--- src/rtl/image_timing_controller_if.sv ---
// Video timing inputs and locked-geometry outputs of the image timing controller.
// The controller side uses the slave modport; the video source/host side uses master.
interface image_timing_controller_if #(
   parameter int W_BITS    = 12,
   parameter int MODE_BITS = 3
);
   logic                 iHSync;
   logic                 iVSync;
   logic                 iDataValid;
   logic [MODE_BITS-1:0] iMode;
   logic [MODE_BITS-1:0] oMode;
   logic                 oLocked;
   logic [W_BITS-1:0]    oWidth;
   logic [W_BITS-1:0]    oHeight;
   logic                 oFrameStart;
   logic [7:0]           oErrCnt;

   modport slave (
      input  iHSync, iVSync, iDataValid, iMode,
      output oMode, oLocked, oWidth, oHeight, oFrameStart, oErrCnt
   );

   modport master (
      output iHSync, iVSync, iDataValid, iMode,
      input  oMode, oLocked, oWidth, oHeight, oFrameStart, oErrCnt
   );
endinterface

--- src/rtl/image_timing_controller.sv ---
// Measures frame geometry from vsync/data-valid, locks after two matching frames,
// and gates the processing mode so it only changes at a frame boundary while locked.
module image_timing_controller #(
   parameter int W_BITS    = 12,
   parameter int MODE_BITS = 3
) (
   input  logic                      iClk,
   input  logic                      iRst,
   image_timing_controller_if.slave  bus
);
   localparam logic [W_BITS-1:0] CNT_MAX   = '1;
   localparam logic [W_BITS-1:0] CNT_MAXM1 = CNT_MAX - 1'b1;

   typedef enum logic [1:0] {IDLE, ACQUIRE, CONFIRM, LOCKED} state_t;

   state_t               r_state, w_state_nxt;
   logic                 r_vs_d, r_dv_d, r_fs;
   logic [W_BITS-1:0]    r_pix, r_lines, r_first;
   logic                 r_mism, r_sat;
   logic [W_BITS-1:0]    r_cand_w, r_cand_h, r_width, r_height;
   logic [MODE_BITS-1:0] r_mode;
   logic [7:0]           r_err;

   logic                 w_vs_rise, w_line_end;
   logic [W_BITS-1:0]    w_lines_f, w_width_f;
   logic                 w_mism_f, w_sat_f, w_valid;
   logic                 w_match_cand, w_match_lock;
   logic                 w_load_cand, w_load_lock, w_err_inc;
   logic                 w_unused_hsync;

   assign w_unused_hsync = bus.iHSync;

   assign w_vs_rise  = bus.iVSync & ~r_vs_d;
   assign w_line_end = ~bus.iDataValid & r_dv_d;

   // Closing-frame view that folds in a line ending in the vsync-rise cycle itself
   assign w_lines_f    = (w_line_end && r_lines != CNT_MAX) ? r_lines + 1'b1 : r_lines;
   assign w_width_f    = (r_lines == '0) ? r_pix : r_first;
   assign w_mism_f     = r_mism | (w_line_end && r_lines != '0 && r_pix != r_first);
   assign w_sat_f      = r_sat | (w_lines_f == CNT_MAX);
   assign w_valid      = (w_lines_f != '0) & ~w_mism_f & ~w_sat_f & ~bus.iDataValid;
   assign w_match_cand = (w_width_f == r_cand_w) && (w_lines_f == r_cand_h);
   assign w_match_lock = (w_width_f == r_width)  && (w_lines_f == r_height);

   always_ff @(posedge iClk or negedge iRst) begin
      if (!iRst) r_state <= IDLE;
      else       r_state <= w_state_nxt;
   end

   always_comb begin
      w_state_nxt = r_state;
      w_load_cand = 1'b0;
      w_load_lock = 1'b0;
      w_err_inc   = 1'b0;
      if (w_vs_rise) begin
         case (r_state)
            IDLE:    w_state_nxt = ACQUIRE;
            ACQUIRE: if (w_valid) begin
                        w_load_cand = 1'b1;
                        w_state_nxt = CONFIRM;
                     end
            CONFIRM: if (!w_valid) begin
                        w_state_nxt = ACQUIRE;
                     end else if (w_match_cand) begin
                        w_load_lock = 1'b1;
                        w_state_nxt = LOCKED;
                     end else begin
                        w_load_cand = 1'b1;
                     end
            LOCKED:  if (!(w_valid && w_match_lock)) begin
                        w_err_inc   = 1'b1;
                        w_load_cand = w_valid;
                        w_state_nxt = w_valid ? CONFIRM : ACQUIRE;
                     end
            default: w_state_nxt = IDLE;
         endcase
      end
   end

   always_ff @(posedge iClk or negedge iRst) begin
      if (!iRst) begin
         r_vs_d   <= 1'b0;
         r_dv_d   <= 1'b0;
         r_fs     <= 1'b0;
         r_pix    <= '0;
         r_lines  <= '0;
         r_first  <= '0;
         r_mism   <= 1'b0;
         r_sat    <= 1'b0;
         r_cand_w <= '0;
         r_cand_h <= '0;
         r_width  <= '0;
         r_height <= '0;
         r_mode   <= '0;
         r_err    <= '0;
      end else begin
         r_vs_d <= bus.iVSync;
         r_dv_d <= bus.iDataValid;
         r_fs   <= w_vs_rise;
         if (w_vs_rise) begin
            // Frame boundary: counters restart; pixels in this cycle belong to no line
            r_pix   <= '0;
            r_lines <= '0;
            r_first <= '0;
            r_mism  <= 1'b0;
            r_sat   <= 1'b0;
            if (w_load_cand) begin
               r_cand_w <= w_width_f;
               r_cand_h <= w_lines_f;
            end
            if (w_load_lock) begin
               r_width  <= w_width_f;
               r_height <= w_lines_f;
            end
            if (w_err_inc && r_err != 8'hFF) r_err <= r_err + 8'd1;
            r_mode <= (w_state_nxt == LOCKED) ? bus.iMode : '0;
         end else if (bus.iDataValid) begin
            if (r_pix != CNT_MAX) r_pix <= r_pix + 1'b1;
            if (r_pix == CNT_MAXM1) r_sat <= 1'b1;
         end else if (r_dv_d) begin
            r_pix <= '0;
            if (r_lines != CNT_MAX)  r_lines <= r_lines + 1'b1;
            if (r_lines == CNT_MAXM1) r_sat <= 1'b1;
            if (r_lines == '0)        r_first <= r_pix;
            else if (r_pix != r_first) r_mism <= 1'b1;
         end
      end
   end

   assign bus.oMode       = r_mode;
   assign bus.oLocked     = (r_state == LOCKED);
   assign bus.oWidth      = r_width;
   assign bus.oHeight     = r_height;
   assign bus.oFrameStart = r_fs;
   assign bus.oErrCnt     = r_err;
endmodule

--- src/flat_wrapper.sv ---
// flat-port wrapper written by rule: the top's interface ports become plain ports
module image_timing_controller_flat 
#(
   parameter int W_BITS    = 12,
   parameter int MODE_BITS = 3
)
  (iClk, iRst, bus_iHSync, bus_iVSync, bus_iDataValid, bus_iMode, bus_oMode, bus_oLocked, bus_oWidth, bus_oHeight, bus_oFrameStart, bus_oErrCnt);
  image_timing_controller_if #(.W_BITS(W_BITS), .MODE_BITS(MODE_BITS)) bus_i ();
  input  logic iClk;
  input  logic iRst;
  input wire logic [$bits(bus_i.iHSync)-1:0] bus_iHSync;
  input wire logic [$bits(bus_i.iVSync)-1:0] bus_iVSync;
  input wire logic [$bits(bus_i.iDataValid)-1:0] bus_iDataValid;
  input wire logic [$bits(bus_i.iMode)-1:0] bus_iMode;
  output wire logic [$bits(bus_i.oMode)-1:0] bus_oMode;
  output wire logic [$bits(bus_i.oLocked)-1:0] bus_oLocked;
  output wire logic [$bits(bus_i.oWidth)-1:0] bus_oWidth;
  output wire logic [$bits(bus_i.oHeight)-1:0] bus_oHeight;
  output wire logic [$bits(bus_i.oFrameStart)-1:0] bus_oFrameStart;
  output wire logic [$bits(bus_i.oErrCnt)-1:0] bus_oErrCnt;
  assign bus_i.iHSync = bus_iHSync;
  assign bus_i.iVSync = bus_iVSync;
  assign bus_i.iDataValid = bus_iDataValid;
  assign bus_i.iMode = bus_iMode;
  assign bus_oMode = bus_i.oMode;
  assign bus_oLocked = bus_i.oLocked;
  assign bus_oWidth = bus_i.oWidth;
  assign bus_oHeight = bus_i.oHeight;
  assign bus_oFrameStart = bus_i.oFrameStart;
  assign bus_oErrCnt = bus_i.oErrCnt;
  image_timing_controller #(.W_BITS(W_BITS), .MODE_BITS(MODE_BITS)) u_core (.iClk(iClk), .iRst(iRst), .bus(bus_i));
endmodule
--- config.mk ---
export PLATFORM = sky130hd
export DESIGN_NAME = image_timing_controller_flat
export DESIGN_NICKNAME = d
export VERILOG_FILES = /design/src/rtl/image_timing_controller_if.sv /design/src/rtl/image_timing_controller.sv /design/src/flat_wrapper.sv
export SDC_FILE = /design/constraint.sdc
export NUM_CORES = 1
export LEC_CHECK = 0
export BUFFER_PORTS_ARGS = -buffer_cell sky130_fd_sc_hd__buf_2
export CORE_UTILIZATION = 55
export DETAILED_ROUTE_END_ITERATION = 8
export PLACE_DENSITY = 0.77
export SLEW_MARGIN = 40
export SYNTH_ARGS = -nofsm -noshare
export SYNTH_HDL_FRONTEND = slang
export SYNTH_SLANG_ARGS = --single-unit
--- constraint.sdc ---
create_clock -name iClk -period 3.8 [get_ports iClk]
set_input_delay 0.38 -clock iClk [delete_from_list [all_inputs] [get_ports iClk]]
set_output_delay 0.38 -clock iClk [all_outputs]
set_load 0.005 [all_outputs]
* Word level (Yosys, flattened, before mapping)
Cells that the tools add are included.
** Storage, ports and cells
- Bits in registers :: 102
- Output and inout bits :: 37
- Word-level logic and storage cells :: 116
- Input port bits :: 8
** Operators by class
- Reductions and logical operators :: 24
- Multiplexer cells :: 44
- Bitwise logic cells :: 11
- Equality and inequality tests :: 19
- Add/subtract/negate cells :: 3
** Operators by type and width (count)
- 12-bit two-way mux :: 13
- 12-bit == test :: 4
- 12-bit == test (second input constant) :: 3
- 12-bit by 1-bit adder with 12-bit output (second input constant) :: 2
- 12-bit inequality test (second input constant) :: 2
- 12-bit nonzero test :: 2
- 1-bit two-way mux :: 22
- 12-bit logical NOT :: 1
- 2-bit two-way mux :: 6
- 12-bit inequality test :: 1
- 2-bit AND reduction :: 5
- 8-bit by 1-bit adder with 8-bit output (second input constant) :: 1
- 8-bit inequality test (second input constant) :: 1
- 2-bit case mux with 4 select lines :: 1
- 1-bit logical AND :: 7
- 2-bit == test (second input constant) :: 3
- 3-bit by 1-bit inequality test with 1-bit output (second input constant) :: 2
- 3-bit AND reduction :: 2
- 2-bit nonzero test :: 3
- 3-bit nonzero test :: 2
- 1-bit bitwise AND :: 5
- 2-bit by 1-bit inequality test with 1-bit output (second input constant) :: 2
- 1-bit NOT :: 4
- 4-bit AND reduction :: 1
- 5 further kinds :: 6

* Logic depth before layout (Yosys ltp)
Gate-level depths: netlist of run 1.
- Word-level depth :: 15
- Gate-level depth with buffers :: 15
- Depth with buffers taken out :: 11

* Worst setup path after synthesis of run 1
Ideal clock, no wire load.
- Path kind :: flip-flop to flip-flop
- Start point :: register u_core.r_lines[0]
- End point :: register u_core.r_height[6] (netlist: u_core.bus.oHeight[6])
- Setup time :: 125 ps
- Clock period less this slack :: 4088 ps
- Stages on the path, launching flop included :: 16
- Slack :: -288 ps
- Data arrival time :: 3963 ps
- Path through :: dfrtp_1 clkbuf_1 inv_1 ha_1 or4b_4 or3_1 buf_2 buf_6 mux2i_1 a32o_1 a2111oi_0 nand4_1 nor3_4 nor4b_4 buf_6 mux2_4
** Between the ends
- Cells in the longest elaborated chain, start to end :: 12
- Elaborated cells on any way between the ends :: 26
** RTL lines
- start: declaration :: RTL line image_timing_controller.sv:18 : logic [W_BITS-1:0] r_pix, r_lines, r_first;
- start signal: assignment :: RTL line image_timing_controller.sv:122 : if (r_lines != CNT_MAX) r_lines <= r_lines + 1'b1;
- branches (longest 12 deep; another with 12-bit by 1-bit adder with 12-bit output)
- end signal: assignment :: RTL line image_timing_controller.sv:113 : r_height <= w_lines_f;
- end: declaration :: RTL line image_timing_controller.sv:20 : logic [W_BITS-1:0] r_cand_w, r_cand_h, r_width, r_height;
Several ways; the timed one is not identified.
A chain may end at the register's enable or synchronous reset.

* Worst setup path after layout of run 1
- Start point :: register u_core.r_lines[0]
- End point :: register u_core.r_cand_h[6]
** Between the ends
- Cells in the longest elaborated chain, start to end :: 13
- Elaborated cells on any way between the ends :: 32
** RTL lines
- branches (longest 13 deep; another with 12-bit by 1-bit adder with 12-bit output)
- end signal: assignment :: RTL line image_timing_controller.sv:109 : r_cand_h <= w_lines_f;
- end: declaration :: RTL line image_timing_controller.sv:20
Several ways; the timed one is not identified.

==> metrics, run 1 <==
status complete, but fails checks; failing checks negative setup slack; Pwr Density ~420 nW/um^2; Crit path top cell by count buf_4; first-pass GRT wire length 30900 um; Core Region 11400 sq um; Cell Chain, Critical Path inv_6, ha_4, or4b_4, or3_4, buf_4, mux2i_4, o211ai_1, a2111oi_1, nand4_1, nor2_2, a2111oi_4, buf_4, clkbuf_16, mux2_2; critical path's top delay family simple AND/OR/NAND/NOR gates; maximum root-to-sink buffer count 2; CP max stage cell or4b_4; Clk Latency, worst-skew pair about 360 ps; height of the die ~110 um; Rows 39; first drt pass iteration count 8; crit path DAT between 4000 and 5000 ps; Rel. slew slack 0.616; WS Path Type flip-flop to flip-flop; Final Slew Violations 0; Hold Violations, Final 0; vias per inst 6.32; CTS tree yes; crit path launch u_core.r_lines[0]; I/O Buffers between 40 and 50; Die W between 100 and 150 um; reg-to-reg endpoint u_core.r_cand_h[6]; worst path bufs/invs 4; initial antenna violation count 0; H-Tree Depth 3; Yosys top cell area share 0.398; worst vdd ir between 0.5 and 0.6 mV; Critical Path Sink u_core.r_cand_h[6]; CP Max Fanout 12; ys async rst share 1.00; #FFs+latches synth 102; FMAX between 200 and 300 MHz; dpl hpwl 15000 um; nets 780; Core Util, Final 0.667; reg2reg setup slack -50 ps; worst path required time roughly 4000 ps; ys flop type dfrtp_1; Vias ~5800; placer congestion estimate between 0.9 and 1; vias in the first global route roughly 5600; P&R area growth vs syn 18.7%; CP peak stage delay between 400 and 500 ps; Num CTS Buffers 9; Mapped Area between 6000 and 7000 sq um; Synth area leaders dfrtp_1 (40%), xor2_1 (6.5%), mux2_2 (4.0%), xnor2_1 (3.5%), nor2_1 (3.2%); top-count cell post-synth dfrtp_1; cell count after synthesis between 600 and 700; WP depth 14; worst slew pin tran about 580 ps; count of cell types in the netlist 66; ANT cells 0; total grt overflow 0; detail-routed net length per standard cell about 22 um; antenna-violating nets left 0; Post-synth EDFFs 0; gr usage total 0.351; Pwr Total about 0.0032 W; largest net degree at the start of global routing 41; final setup fails 17; worst hold path class primary input to flip-flop; Die ar. between 10000 and 15000 sq um; CTS Sinks approximately 100; initial drt markers 520; Ports 45; register area share after synthesis 0.398; drt drc 0; clk_skew approximately 5.7 ps; cell taking the most area after synthesis dfrtp_1; Avg Inst Size Synth ~9.4 sq um; Routed Wire Length 20200 um; Pleak 3.59 nW; syn_nets approximately 700; CTS root buffer clkbuf_16; Final period util 1.01; RR Startpoint u_core.r_lines[0]; share of layout cells above drive strength 1 0.252; CP endpoint kind flip-flop; Worst setup SP type flip-flop; synth cell count leaders dfrtp_1 (102), nor2_1 (54), nand2_1 (51); Worst Reg-to-Reg Cells 14; worst setup margin -46.7 ps; CTS clk-pin slew, worst paths roughly 70 ps; fin crit period 3850 ps; Syn. warnings 0; unrepaired setup endpoints after global routing true; reported max-cap violation count 0; final-layout fill cell count just over 900; Initial Util 0.562
power by group:
part / internal, W / total [W] / switching (W)
Combinational: 0.000431 / 0.000955 / 0.000524
Clock: 0.000516 / 0.000952 / 0.000435
Sequential: 0.00118 / 0.00132 / 0.000139
Total: 0.00213 / 0.00323 / 0.00110
layout by cell type, fill, tap and decap left out, drive strengths merged, types with 5 or more instances in the layout:
master and instances:
nand3 26, and4 5, a31oi 16, a21oi 28
ha 6, inv 41, a211oi 5, a2111oi 8
nand4 14, o31ai 5, nand2 51, o21ai 20
xnor2 26, o22ai 9, nor3 14, mux2 37
nor2 54, and2 9, mux2i 20, nor4 19
clkbuf 11, xor2 48, buf 119, dfrtp 102
and3 9
final cells by class:
cell class	instances	area (sq um)	area share
multi-input combinational	493	3580	0.470
clock buffer	10	229	0.0300
sequential	102	2550	0.335
timing repair buffer	121	856	0.112
clock inverter	6	67.6	0.00887
tap	143	179	0.0235
inverter	39	151	0.0199
through the flow:
stage | cell area, sq um | setup slack [ps] | hold slack [ps] | setup TNS (ps) | instances
CTS | 7460 | 6.85 | 146 | 0 | 903
floorplan | 6460 | -6.01 | 84.4 | -24.0 | 684
global placement | 7140 | -73.5 | 321 | -925 | 886
finish | 7620 | -46.7 | 146 | -312 | 914
global route | 7620 | -113 | 139 | -2450 | 914
detailed placement | 7140 | -131 | 329 | -3430 | 886
state kept, by name, summed over array words and instances (netlist names):
name	cells
u_core.r_vs_d	1
u_core.bus.oMode	3
u_core.r_mism	1
u_core.r_sat	1
u_core.bus.oHeight	12
u_core.bus.oErrCnt	8
u_core.r_state	2
u_core.r_pix	12
u_core.r_cand_w	12
u_core.r_dv_d	1
u_core.bus.oWidth	12
u_core.r_first	12
u_core.r_lines	12
u_core.bus.oFrameStart	1
u_core.r_cand_h	12
cells by family after synthesis:
| group | after synthesis | share of synthesized area |
|---|---|---|
| AO/OA/AOI/OAI | 125 | 0.140 |
| XOR/XNOR | 75 | 0.104 |
| adder cells (fa/ha/maj) | 6 | 0.0117 |
| buffers and inverters | 89 | 0.0575 |
| flip-flops | 102 | 0.398 |
| multiplexers | 57 | 0.0984 |
| AND/OR/NAND/NOR | 230 | 0.190 |
worst min-delay path by stage:
stage                                       end       start  slack [ps]  cells past startpoint
after detailed placement      u_core.r_lines[0]        iRst         330                      1
after CTS                         u_core.r_vs_d  bus_iVSync         150                      1
final                             u_core.r_vs_d  bus_iVSync         150                      1
after global placement       u_core.r_cand_h[0]        iRst         320                      1
after global routing              u_core.r_vs_d  bus_iVSync         140                      1
after floorplan           u_core.bus.oErrCnt[0]        iRst          80                      0
metal layers:
| layer | global-route usage | part of all wire | vias to the layer above | wire (um) |
|---|---|---|---|---|
| met2 | 0.582 | 0.48 | 286 | 9710 |
| met1 | 0.439 | 0.41 | 2822 | 8200 |
| met5 | 0 | 0 | - | 0 |
| met4 | 0.164 | 0.044 | 0 | 881 |
| met3 | 0.0700 | 0.068 | 55 | 1380 |
| li1 | - | - | 2609 | - |
timing repair:
action / in CTS / in global routing
gates cloned: 0 / 1
setup endpoints to repair: 46 / 60
setup buffers: 0 / 10
resized for setup: 3 / 16
pin swaps: 1 / 4
endpoints found under the hold margin: 26 / 0
hold buffers: 1 / 0
worst register-to-register path: cells and delay by family, from the launching register on:
family	cells	cell delay (ps)
fa+ha+maj	1	130
flops	1	440
simple gates	4	1420
mux	2	480
compound gates	3	660
buf+inv	4	600
No activity file was read; power rests on OpenSTA's default activity.
==> run 2, diff against run 1 <==
==> constraint.sdc (replaced) <==
create_clock -name iClk -period 3.8 [get_ports iClk]
set_input_delay 0.19 -clock iClk [delete_from_list [all_inputs] [get_ports iClk]]
set_output_delay 0.19 -clock iClk [all_outputs]
set_load 0.005 [all_outputs]
==> run 2 against run 1 <==
The flow still finishes with violations (negative setup slack); sequential share of layout area decreased by 0.54 points; critical path depth rose by 1; routed wire length is 1.5% higher; count of clock-buffer cells in the layout unchanged; power shrank 0.92%.
==> metrics, run 2 (synthesized netlist as in run 1, its figures left out) <==
status complete, but fails checks (unchanged); failing checks negative setup slack (unchanged); worst path required time 4030 ps (was 4040 ps); CTS tree yes (unchanged); first-pass GRT wire length 31500 um (was 30900 um); worst slew pin tran 716 ps (was 575 ps); dpl hpwl 14600 um (was 15000 um); H-Tree Depth 3 (unchanged); crit path DAT 4110 ps (was 4090 ps); Pwr Total 0.00320 W (was 0.00323 W); unrepaired setup endpoints after global routing true (unchanged); Die ar. 12100 sq um (unchanged); CTS Sinks 102 (unchanged); tightest hold margin 90.2 ps (was 146 ps); Rows 39 (unchanged); reported max-cap violation count 0 (unchanged); vias per inst 6.47 (was 6.32); ANT cells 0 (unchanged); CTS clk-pin slew, worst paths 70 ps (about the same); most common cell after layout, fill and taps aside dfrtp_1 (unchanged); final-layout fill cell count 920 (was 931); Clk Latency, worst-skew pair 350 ps (was 360 ps); fin crit period 3880 ps (was 3850 ps); FMAX 258 MHz (was 260 MHz); share of layout cells above drive strength 1 0.265 (was 0.252); height of the die 110 um (unchanged); CP Max Fanout 24 (was 12); total grt overflow 0 (unchanged); CTS root buffer clkbuf_16 (unchanged); first drt pass iteration count 7 (was 8); vias in the first global route 5593 (was 5585); placer congestion estimate 0.955 (was 0.958); Rel. slew slack 0.517 (was 0.616); Hold Violations, Final 0 (unchanged); antenna-violating nets left 0 (unchanged); initial antenna violation count 0 (unchanged); Pleak 3.60 nW (was 3.59 nW); Die W 110 um (unchanged); placed cells 875 (was 886); clk_skew 6.40 ps (was 5.74 ps); Num CTS Buffers 9 (unchanged); final setup fails 36 (was 17); Vias 5884 (was 5772); I/O Buffers 43 (unchanged); maximum root-to-sink buffer count 2 (unchanged); Ports 45 (unchanged); Final Slew Violations 0 (unchanged); Core Region 11400 sq um (unchanged); largest net degree at the start of global routing 60 (was 41); CP endpoint kind flip-flop (unchanged); gr usage total 0.356 (was 0.351); drt drc 0 (unchanged); Final period util 1.02 (was 1.01); worst setup margin -79.1 ps (was -46.7 ps); Finished Layout Cells 909 (was 914); initial drt markers 488 (was 520); WS Path Type flip-flop to flip-flop (unchanged); Routed Wire Length 20500 um (was 20200 um); most frequent cells in the layout dfrtp_1 (102), buf_4 (58), nor2_1 (54) (was dfrtp_1 (101), buf_4 (73), nor2_1 (53)); detail-routed net length per standard cell 22.5 um (was 22.1 um); worst vdd ir 0.401 mV (was 0.583 mV); Worst setup SP type flip-flop (unchanged); Initial Util 0.562 (unchanged); nets 775 (was 780); worst hold path class primary input to flip-flop (unchanged); P&R area growth vs syn 20.6% (was 18.7%); Pwr Density 413 nW/um^2 (was 423 nW/um^2)
[run 2: through the flow]
| step | TNS (ps) | instance area (sq um) | worst slack, ps | util |
|---|---|---|---|---|
| final | -1920 | 7740 | -79.1 | 0.678 |
| after CTS | -165 | 7540 | -44.8 | 0.661 |
| after global placement | -485 | 7070 | -51.7 | 0.619 |
| after global routing | -6340 | 7740 | -179 | 0.678 |
| after floorplan | -24.0 | 6460 | -6.01 | - |
| after detailed placement | -2510 | 7070 | -124 | 0.619 |
[run 2: what timing repair did]
item / CTS / global route
gates resized for setup: 16 / 37
cloned: 2 / 0
hold endpoints to repair: 44 / 0
endpoints found under the setup margin: 41 / 50
hold buffers: 2 / 0
pin swaps: 2 / 13
setup buffers: 8 / 8
[run 2: metal layers]
| metal | global-route usage | part of all wire |
|---|---|---|
| met5 | 0 | 0 |
| met4 | 0.184 | 0.059 |
| met3 | 0.0594 | 0.072 |
| met2 | 0.567 | 0.46 |
| met1 | 0.465 | 0.40 |
[run 2: final cells by class]
type                    count  area [sq um]  share of cell area
clock buffers              10           229              0.0296
well taps                 143           179              0.0231
clock inverters             6          46.3             0.00598
repair buffers            116           871               0.112
flip-flops and latches    102          2550               0.330
inverters                  39           151              0.0196
multi-input cells         493          3710               0.480
[run 2: critical path, cell delays in order, from the launching register on]
cell and delay, ps:
dfrtp_1 390, inv_2 80, ha_4 140, or4b_4 480
or3_4 440, buf_12 160, mux2i_1 210, nor2b_4 220
a2111oi_4 60, nand4_1 210, nor3_4 60, buf_4 140
buf_4 140, a2111oi_4 390, buf_12 260, mux2_2 360
[run 2: final timing paths]
| path | to | start | cells after the start | slack, ps |
|---|---|---|---|---|
| min in group asynchronous | u_core.r_lines[0] | iRst | 3 | 450 |
| hold reg to reg | u_core.bus.oMode[1] | u_core.bus.oMode[1] | 2 | 510 |
| max in group asynchronous | u_core.bus.oErrCnt[0] | iRst | 3 | 2920 |
| hold / removal | u_core.bus.oMode[0] | bus_iMode[0] | 3 | 90 |
| setup / recovery | u_core.r_cand_w[2] | u_core.r_lines[1] | 15 | -80 |
| setup reg to reg | u_core.r_cand_w[2] | u_core.r_lines[1] | 15 | -80 |
[run 2: report_power, final]
| group | internal (W) | switching (W) |
|---|---|---|
| logic | 0.000442 | 0.000552 |
| registers | 0.00118 | 0.000136 |
| clock network | 0.000451 | 0.000434 |
==> run 3, diff against run 2 <==
--- a/config.mk
+++ b/config.mk
@@ -6,6 +6,7 @@
 export NUM_CORES = 1
 export LEC_CHECK = 0
 export BUFFER_PORTS_ARGS = -buffer_cell sky130_fd_sc_hd__buf_2
+export CORE_MARGIN = 2
 export CORE_UTILIZATION = 55
 export DETAILED_ROUTE_END_ITERATION = 8
 export PLACE_DENSITY = 0.77
==> run 3 against run 2 <==
The flow now finishes without violations; worst hold slack got worse by 18 ps; final cell count up 0.77%; power up 1.3%; die area up 3.7%; clock power up 6.0%; first-iteration DRC count rose by 27%; sequential power hardly changed; routed wire length grew 1.3%; critical path type unchanged; highest routed layer unchanged.
==> metrics, run 3 (synthesized netlist as in run 1, its figures left out) <==
worst path required time 4050 ps (was 4030 ps); CTS clk-pin slew, worst paths 80 ps (was 70 ps); antenna-violating nets left 0 (unchanged); initial drt markers 621 (was 488); reg2reg setup slack 10 ps (was -80 ps); FMAX 264 MHz (was 258 MHz); critical path's top delay family simple AND/OR/NAND/NOR gates (unchanged); crit path DAT 4030 ps (was 4110 ps); Worst setup SP type flip-flop (unchanged); Final Slew Violations 0 (unchanged); worst vdd ir 0.322 mV (was 0.401 mV); ANT cells 0 (unchanged); Pwr Total 0.00324 W (was 0.00320 W); placer congestion estimate 0.951 (was 0.955); share of layout cells above drive strength 1 0.261 (was 0.265); vias per inst 6.40 (was 6.47); first-pass GRT wire length 32300 um (was 31500 um); Die W 112 um (was 110 um); WS Path Type flip-flop to flip-flop (unchanged); Rows 39 (unchanged); drt drc 0 (unchanged); Vias 5860 (was 5884); dpl hpwl 15000 um (was 14600 um); CTS tree yes (unchanged); CP Max Fanout 9 (was 24); Worst Reg-to-Reg Cells 14 (was 15); reg-to-reg endpoint u_core.bus.oWidth[4] (was u_core.r_cand_w[2]); Final period util 0.996 (was 1.02); gr usage total 0.331 (was 0.356); initial antenna violation count 0 (unchanged); clk_skew 12.2 ps (was 6.40 ps); maximum root-to-sink buffer count 2 (unchanged); fin crit period 3790 ps (was 3880 ps); hold path depth 3 (unchanged); CTS root buffer clkbuf_16 (unchanged); Ports 45 (unchanged); worst slew pin tran 807 ps (was 716 ps); CP endpoint kind flip-flop (unchanged); Routed Wire Length 20700 um (was 20500 um); P&R area growth vs syn 20.3% (was 20.6%); Finished Layout Cells 916 (was 909); worst path bufs/invs 4 (was 5); Pwr Density 419 nW/um^2 (was 413 nW/um^2); placed cells 885 (was 875); reported max-cap violation count 0 (unchanged); most common cell after layout, fill and taps aside dfrtp_1 (unchanged); height of the die 112 um (was 110 um); first drt pass iteration count 5 (was 7); status complete, no violations (was complete, but fails checks); WHS Endpoint u_core.bus.oMode[1] (was u_core.bus.oMode[0]); nets 782 (was 775); Initial Util 0.562 (unchanged); RR Startpoint u_core.r_lines[1] (unchanged); detail-routed net length per standard cell 22.6 um (was 22.5 um); CTS Sinks 102 (unchanged); hold wc startpoint bus_iMode[1] (was bus_iMode[0]); vias in the first global route 5891 (was 5593); unrepaired setup endpoints after global routing true (unchanged); H-Tree Depth 3 (unchanged); final setup fails 0 (was 36); Core Region 11400 sq um (unchanged); Hold Violations, Final 0 (unchanged); Num CTS Buffers 9 (unchanged); Clk Latency, worst-skew pair 360 ps (was 350 ps); CP peak stage delay 470 ps (was 480 ps); Rel. slew slack 0.448 (was 0.517); Pleak 3.61 nW (was 3.60 nW); total grt overflow 0 (unchanged); largest net degree at the start of global routing 62 (was 60); Die ar. 12600 sq um (was 12100 sq um); Cell Chain, Critical Path inv_2, ha_4, or4b_4, or3_4, buf_12, mux2i_2, a221o_1, a311oi_2, nand4_2, nor3_4, nor4b_4, buf_6, buf_8, mux2_2 (was inv_2, ha_4, or4b_4, or3_4, buf_12, mux2i_1, nor2b_4, a2111oi_4, nand4_1, nor3_4, buf_4, buf_4, a2111oi_4, buf_12, mux2_2); worst hold path class primary input to flip-flop (unchanged); I/O Buffers 43 (unchanged); CP max stage cell or4b_4 (unchanged); most frequent cells in the layout dfrtp_1 (102), buf_4 (70), nor2_1 (53) (was dfrtp_1 (102), buf_4 (58), nor2_1 (54))
==> run 3: cell count changes in the layout (fill, tap and decap cells not counted), moves of 3 or more <==
cell,delta
mux2_4,-6
buf_4,+12
mux2_2,+3
mux2_1,+3
buf_6,-4
==> run 3: worst max-delay path by stage <==
stage	cells after the start	to	startpoint	slack [ps]
6_report	14	u_core.bus.oWidth[4]	u_core.r_lines[1]	10
5_1_grt	14	u_core.bus.oWidth[10]	u_core.r_lines[1]	-160
4_1_cts	13	u_core.bus.oHeight[4]	u_core.r_lines[0]	-30
3_5_place_dp	13	u_core.bus.oWidth[7]	u_core.r_lines[0]	-90
3_3_place_gp	12	u_core.bus.oErrCnt[1]	u_core.r_lines[0]	-40
2_1_floorplan	15	u_core.bus.oHeight[6]	u_core.r_lines[0]	-6
==> run 3: final cells by class <==
cell class | instances | area [sq um]
clock buffer | 9 | 225
timing repair buffer | 123 | 901
clock inverter | 7 | 67.6
fill | 915 | 3700
tap | 143 | 179
inverter | 39 | 151
sequential | 102 | 2550
multi-input combinational | 493 | 3650
==> run 3: stage by stage <==
stage / hold slack [ps] / setup slack [ps] / area (sq um) / util / setup TNS (ps)
2_1_floorplan: -106 / -6.01 / 6460 / - / -24.0
3_3_place_gp: 13.8 / -36.7 / 7140 / 0.626 / -505
3_5_place_dp: 16.6 / -92.3 / 7140 / 0.626 / -1450
4_1_cts: 65.1 / -27.2 / 7500 / 0.657 / -283
5_1_grt: 79.9 / -161 / 7720 / 0.676 / -4150
6_report: 72.7 / 14.8 / 7720 / 0.676 / 0
==> run 3: layer usage <==
metal	up-vias	routed length, um	GRT usage
li1	2620	-	-
met4	0	986	0.165
met3	76	1290	0.0459
met2	278	10000	0.537
met1	2886	8420	0.438
met5	-	0	0
==> run 3: what timing repair did <==
item	CTS	global route
setup endpoints to repair	40	60
hold buffers	2	0
endpoints found under the hold margin	38	0
buffers inserted	3	9
pin swaps	1	4
resized for setup	4	28
cloned	0	1
==> run 3: tightest hold or removal path, cell delays in order <==
cell and delay, ps:
buf_2 100, nand2_1 50, o31ai_1 60
==> run 3: report_power, final <==
group	total (W)	switching (W)	internal, W
sequential	0.00132	0.000138	0.00118
combinational	0.000983	0.000542	0.000441
clock	0.000938	0.000475	0.000463
total	0.00324	0.00115	0.00208
